## config.mk

```make
export PLATFORM = sky130hd
export DESIGN_NAME = iomem_rgb_pwm_flat
export DESIGN_NICKNAME = d
export VERILOG_FILES = /design/src/rtl/iomem_rgb_pwm_if.sv /design/src/rtl/iomem_rgb_pwm.sv /design/src/flat_wrapper.sv
export SDC_FILE = /design/constraint.sdc
export NUM_CORES = 1
export LEC_CHECK = 0
export CAP_MARGIN = 20
export CORE_UTILIZATION = 25
export CTS_BUF_LIST = sky130_fd_sc_hd__clkbuf_8
export DETAILED_ROUTE_END_ITERATION = 12
export PLACE_DENSITY_LB_ADDON = 0.08
export SLEW_MARGIN = 25
export SYNTH_ARGS = -nofsm -noshare
export SYNTH_HDL_FRONTEND = slang
export SYNTH_SLANG_ARGS = --single-unit
export TNS_END_PERCENT = 10
```

## constraint.sdc

```tcl
create_clock -name clk -period 3.7 [get_ports clk]
set_input_delay 0.555 -clock clk [delete_from_list [all_inputs] [get_ports clk]]
set_output_delay 0.555 -clock clk [all_outputs]
set_load 0.1 [all_outputs]
```

## src/rtl/iomem_rgb_pwm_if.sv

```systemverilog
// PicoSoC iomem bus bundle as seen by the RGB PWM controller.
interface iomem_rgb_pwm_if;
  logic        iomem_valid;
  logic        iomem_ready;
  logic [3:0]  iomem_wstrb;
  logic [31:0] iomem_addr;
  logic [31:0] iomem_wdata;
  logic [31:0] iomem_rdata;

  modport master (
    output iomem_valid,
    output iomem_wstrb,
    output iomem_addr,
    output iomem_wdata,
    input  iomem_ready,
    input  iomem_rdata
  );

  modport slave (
    input  iomem_valid,
    input  iomem_wstrb,
    input  iomem_addr,
    input  iomem_wdata,
    output iomem_ready,
    output iomem_rdata
  );
endinterface

```

## src/rtl/iomem_rgb_pwm.sv

```systemverilog
// Memory-mapped RGB LED PWM controller on the PicoSoC iomem bus.
// 16-bit prescaler, 8-bit counter, duties double-buffered to the period boundary.
module iomem_rgb_pwm #(
  parameter logic [7:0] ADDR_HI = 8'h04
) (
  input  logic           clk,
  input  logic           resetn,
  iomem_rgb_pwm_if.slave bus,
  output logic           ledr_n,
  output logic           ledg_n,
  output logic           ledb_n
);

  logic        ready_q, ready_d;
  logic [31:0] rdata_q, rdata_d;
  logic        en_q, en_d;
  logic [15:0] presc_q, presc_d;
  logic [23:0] duty_q, duty_d;  // shadow {B, G, R}
  logic [23:0] act_q, act_d;    // active {B, G, R}
  logic [15:0] pre_q, pre_d;
  logic [7:0]  cnt_q, cnt_d;
  logic        wrap_q, wrap_d;
  logic [2:0]  led_q, led_d;    // {b, g, r}, active-low

  logic        sel;
  logic        wr;
  logic        tick;
  logic [31:0] rd_val;
  logic        addr_unused;

  assign addr_unused = ^{bus.iomem_addr[23:4], bus.iomem_addr[1:0]};

  always_comb begin
    sel = bus.iomem_valid && !ready_q && (bus.iomem_addr[31:24] == ADDR_HI);
    wr  = sel && (bus.iomem_wstrb != 4'b0000);

    case (bus.iomem_addr[3:2])
      2'd0:    rd_val = {presc_q, 15'b0, en_q};
      2'd1:    rd_val = {8'b0, duty_q};
      2'd2:    rd_val = {23'b0, wrap_q, cnt_q};
      default: rd_val = 32'b0;
    endcase

    ready_d = sel;
    rdata_d = sel ? rd_val : rdata_q;
    en_d    = en_q;
    presc_d = presc_q;
    duty_d  = duty_q;
    act_d   = act_q;
    pre_d   = pre_q;
    cnt_d   = cnt_q;
    wrap_d  = wrap_q;
    led_d   = led_q;
    tick    = (pre_q == presc_q);

    if (wr) begin
      case (bus.iomem_addr[3:2])
        2'd0: begin
          if (bus.iomem_wstrb[0]) en_d = bus.iomem_wdata[0];
          if (bus.iomem_wstrb[2]) presc_d[7:0] = bus.iomem_wdata[23:16];
          if (bus.iomem_wstrb[3]) presc_d[15:8] = bus.iomem_wdata[31:24];
        end
        2'd1: begin
          if (bus.iomem_wstrb[0]) duty_d[7:0] = bus.iomem_wdata[7:0];
          if (bus.iomem_wstrb[1]) duty_d[15:8] = bus.iomem_wdata[15:8];
          if (bus.iomem_wstrb[2]) duty_d[23:16] = bus.iomem_wdata[23:16];
        end
        2'd2: begin
          if (bus.iomem_wstrb[1] && bus.iomem_wdata[8]) wrap_d = 1'b0;
        end
        default: ;
      endcase
    end

    // Engine runs after the bus decode so a wrap in the same cycle beats a W1C clear.
    if (en_q) begin
      pre_d = tick ? 16'd0 : pre_q + 16'd1;
      if (tick) begin
        cnt_d = cnt_q + 8'd1;
        if (cnt_q == 8'hFF) begin
          act_d  = duty_q;
          wrap_d = 1'b1;
        end
      end
      led_d[0] = !(cnt_q < act_q[7:0]);
      led_d[1] = !(cnt_q < act_q[15:8]);
      led_d[2] = !(cnt_q < act_q[23:16]);
    end else begin
      pre_d = 16'd0;
      cnt_d = 8'd0;
      act_d = duty_q;
      led_d = 3'b111;
    end
  end

  always_ff @(posedge clk or negedge resetn) begin
    if (!resetn) begin
      ready_q <= 1'b0;
      rdata_q <= 32'b0;
      en_q    <= 1'b0;
      presc_q <= 16'd0;
      duty_q  <= 24'd0;
      act_q   <= 24'd0;
      pre_q   <= 16'd0;
      cnt_q   <= 8'd0;
      wrap_q  <= 1'b0;
      led_q   <= 3'b111;
    end else begin
      ready_q <= ready_d;
      rdata_q <= rdata_d;
      en_q    <= en_d;
      presc_q <= presc_d;
      duty_q  <= duty_d;
      act_q   <= act_d;
      pre_q   <= pre_d;
      cnt_q   <= cnt_d;
      wrap_q  <= wrap_d;
      led_q   <= led_d;
    end
  end

  assign bus.iomem_ready = ready_q;
  assign bus.iomem_rdata = rdata_q;
  assign ledr_n = led_q[0];
  assign ledg_n = led_q[1];
  assign ledb_n = led_q[2];

endmodule

```

## src/flat_wrapper.sv

```systemverilog
// flat-port wrapper written by rule: the top's interface ports become plain ports
module iomem_rgb_pwm_flat 
#(
  parameter logic [7:0] ADDR_HI = 8'h04
)
  (clk, resetn, ledr_n, ledg_n, ledb_n, bus_iomem_valid, bus_iomem_wstrb, bus_iomem_addr, bus_iomem_wdata, bus_iomem_ready, bus_iomem_rdata);
  iomem_rgb_pwm_if bus_i ();
  input  logic clk;
  input  logic resetn;
  output logic ledr_n;
  output logic ledg_n;
  output logic ledb_n;
  input wire logic [$bits(bus_i.iomem_valid)-1:0] bus_iomem_valid;
  input wire logic [$bits(bus_i.iomem_wstrb)-1:0] bus_iomem_wstrb;
  input wire logic [$bits(bus_i.iomem_addr)-1:0] bus_iomem_addr;
  input wire logic [$bits(bus_i.iomem_wdata)-1:0] bus_iomem_wdata;
  output wire logic [$bits(bus_i.iomem_ready)-1:0] bus_iomem_ready;
  output wire logic [$bits(bus_i.iomem_rdata)-1:0] bus_iomem_rdata;
  assign bus_i.iomem_valid = bus_iomem_valid;
  assign bus_i.iomem_wstrb = bus_iomem_wstrb;
  assign bus_i.iomem_addr = bus_iomem_addr;
  assign bus_i.iomem_wdata = bus_iomem_wdata;
  assign bus_iomem_ready = bus_i.iomem_ready;
  assign bus_iomem_rdata = bus_i.iomem_rdata;
  iomem_rgb_pwm #(.ADDR_HI(ADDR_HI)) u_core (.clk(clk), .resetn(resetn), .bus(bus_i), .ledr_n(ledr_n), .ledg_n(ledg_n), .ledb_n(ledb_n));
endmodule
```

==> results.ini <==
[global_routing]
grt_pass1_vias=4265
overflow=0
antenna_found_initial=0
grt_max_degree=58
grt_use_total_pct=13.9
grt_pass1_wl_mm=25.0

[detailed_routing]
viasPerCell=4.38
drc_errors=0
routed_wl_mm=15.8
first_pass_iters=5
antenna_left=0
first_iter_violations=118
vias=4082
wl_per_cell_um=16.9

[synthesis]
synth_flop_cell=dfrtp_1
synth_area_um2=5900
synth-edff-count=0
syn-instance-count=511
synthDistinctLibCells=39
yosys_warnings=0
ys_seq_area_share_pct=53.5
synth.avg_cell_area_um2=11.5
synth-seq-cells=126
syn_nets=605
async_reset_ff_share_pct=100

[hold_path]
hold_class=in -> async

[clock_network]
cts_htree_levels=4
clkTransAtPathRegs_ns=0.08
post_cts_buffers=0
cts_root_buf=clkbuf_8
cts_resized=0
clk_latency_ns=0.45
cts_sinks=126
cts_made_buffers=17
hold_buffers=0
tritoncts=yes
clock_path_buffers=2

[worst_setup_path]
crit_chain=clkdlybuf4s50_1
critPathMaxStageDelay_ns=1.12
crit_slowest_cell=clkdlybuf4s50_1
cpLargestDelayFamily=buffers and inverters
cp-end-kind=output port
path_buf_inv=1
path_class=reg -> out
reg2reg_slack_ns=1.16
critPathArrivalTime_ns=2.08
critPathMaxFanout=1
worst_setup_path_start_kind=register
crit_required_ns=3.14

[sta]
fin_crit_ns=2.64
tightestPinTransition_ns=0.993
rsz0062_at_grt=false
finClkSkew_ns=0.0208
timing.slew.headroom_pct=33.6
final-setup-viol-count=0
slew_viol_final=0
fmax_mhz=379
finalSetupTns_ns=0
min_period_over_period_pct=71.3
hold_viol_final=0

[floorplan]
die-area_um2=24200
rows=55
die_w_um=156
coreArea_um2=22900
initial_utilization_pct=25.7
die_y_um=156
ioPinCount=107

[power_and_ir_drop]
peakVddDrop_mv=0.175
total_power_mw=3.11
cellLeakagePower_nw=3.56
power.density_nw_per_um2=410

[cells_and_area]
multi_input_area_um2=2540
nNetsFinal=700
layout-drive-gt1-share_pct=18.9
ff_latch_area_um2=3160
num-fill-cells=2313
synthToLayoutAreaGrowth_pct=28.7
design_area_um2=7590
final_core_util_pct=33.1
diodes=0

[place]
post_dp_cell_area_um2=7130
gp_congestion=0.748
hpwl_mm=10.9
io_buffers=84

[outcome]
status=finished clean

[job]
maxCapViolations=0

-- flip-flops by register name, indices dropped and copies added, names as in the netlist --
| name | flops |
|---|---|
| u_core.bus.iomem_rdata | 32 |
| u_core.act_q | 24 |
| u_core.duty_q | 24 |
| u_core.pre_q | 16 |
| u_core.presc_q | 16 |
| u_core.cnt_q | 8 |
| u_core.led_q | 3 |
| u_core.bus.iomem_ready | 1 |
| u_core.en_q | 1 |
| u_core.wrap_q | 1 |
-- area by class of cell --
type	instances	area share (%)
Inverter	28	1.38
Clock buffer	18	3.26
Timing Repair Buffer	95	12.3
Clock inverter	14	2.82
Tap cell	313	5.16
Multi-Input combinational cell	338	33.5
Sequential cell	126	41.6
-- cell families after synthesis --
group	share of synthesized area (%)
AOI/OAI and AO/OA	6.11
buffers and inverters	3.41
and+or+nand+nor	13.3
adders and majority gates	4.88
muxes	14.2
xor gates and xnor gates	4.60
DFF	53.5
-- placed cells by master, fill, tap and decap left out, drive strengths merged --
cell type and n:
dfrtp 123, clkdlybuf4s50 83, mux2 65, nor2 60, nand2 42, nand3 31, inv 31, xor2 26
ha 23, a221oi 18, clkbuf 18, buf 12, a21oi 10, nor2b 8, o21ai 6, nand2b 5
xnor2 5, bufinv 5, nand4 5, o31ai 4, or4 4, nor4 4, clkinv 4, o21a 3
nor3 3, and3 3, mux2i 3, dfstp 3, or3 2, a2111oi 2, clkinvlp 2, o41ai 2
a211o 1, a211oi 1, nor4b 1, or2 1
-- metal layers --
layer	GRT usage, %	up-vias	routed length (um)
li1	-	1959	-
met1	17.8	2052	7360
met2	23.3	65	7830
met3	3.36	6	457
met4	3.64	0	119
met5	0	-	0
-- worst register-to-register path: cells and delay by family, from the launching register on --
| kind | cells | cell delay, ns |
|---|---|---|
| AO/OA/AOI/OAI | 1 | 0.32 |
| XOR/XNOR | 1 | 0.17 |
| buffers and inverters | 2 | 0.61 |
| flip-flops | 1 | 0.42 |
| multiplexers | 1 | 0.34 |
| AND/OR/NAND/NOR | 2 | 0.55 |
-- report_power, final --
group / total (mW) / internal [mW] / leakage [nW] / switching, mW
Clock: 1.42 / 0.823 / 0.231 / 0.596
Sequential: 1.41 / 1.40 / 1.74 / 0.0137
Combinational: 0.285 / 0.0949 / 1.59 / 0.190
Total: 3.11 / 2.31 / 3.56 / 0.800
-- path summary, 6_finish.rpt --
path | from | end | depth (start not counted)
min in group clk | u_core.bus.iomem_rdata[9]$_DFFE_PN0P_ | u_core.bus.iomem_rdata[9]$_DFFE_PN0P_ | 2
worst max-delay path | u_core.led_q[0]$_DFF_PN1_ | ledr_n | 1
worst min register to register | u_core.bus.iomem_rdata[9]$_DFFE_PN0P_ | u_core.bus.iomem_rdata[9]$_DFFE_PN0P_ | 2
worst max register to register | u_core.presc_q[8]$_DFFE_PN0P_ | u_core.act_q[18]$_DFFE_PN0P_ | 7
worst min-delay path | resetn | u_core.duty_q[3]$_DFFE_PN0P_ | 1
max in group asynchronous | resetn | u_core.duty_q[20]$_DFFE_PN0P_ | 2
-- cells in the mapped netlist, drive strengths merged, types with 4 or more instances --
cell type | count | area share, %
mux2 | 65 | 14
xnor2 | 5 | 0.74
inv | 27 | 1.7
nand2b | 5 | 0.53
nand2 | 42 | 2.7
nor2 | 60 | 3.8
clkbuf | 10 | 0.64
or4 | 4 | 0.51
o31ai | 4 | 0.51
nand3 | 31 | 2.6
a221oi | 18 | 2.7
nor2b | 8 | 0.85
buf | 9 | 1.0
ha | 23 | 4.9
o21ai | 6 | 0.51
xor2 | 26 | 3.9
nand4 | 5 | 0.64
a21oi | 10 | 0.85
nor4 | 4 | 0.64
dfrtp | 123 | 52
-- metrics by stage --
step	hold WS, ns	std cells	worst slack, ns
after floorplan	0.259	511	1.33
after global placement	0.452	900	0.680
after detailed placement	0.459	900	0.693
after CTS	0.220	932	1.01
after global routing	0.235	932	0.989
final	0.201	932	1.06
(Power assumes the default switching activity.)
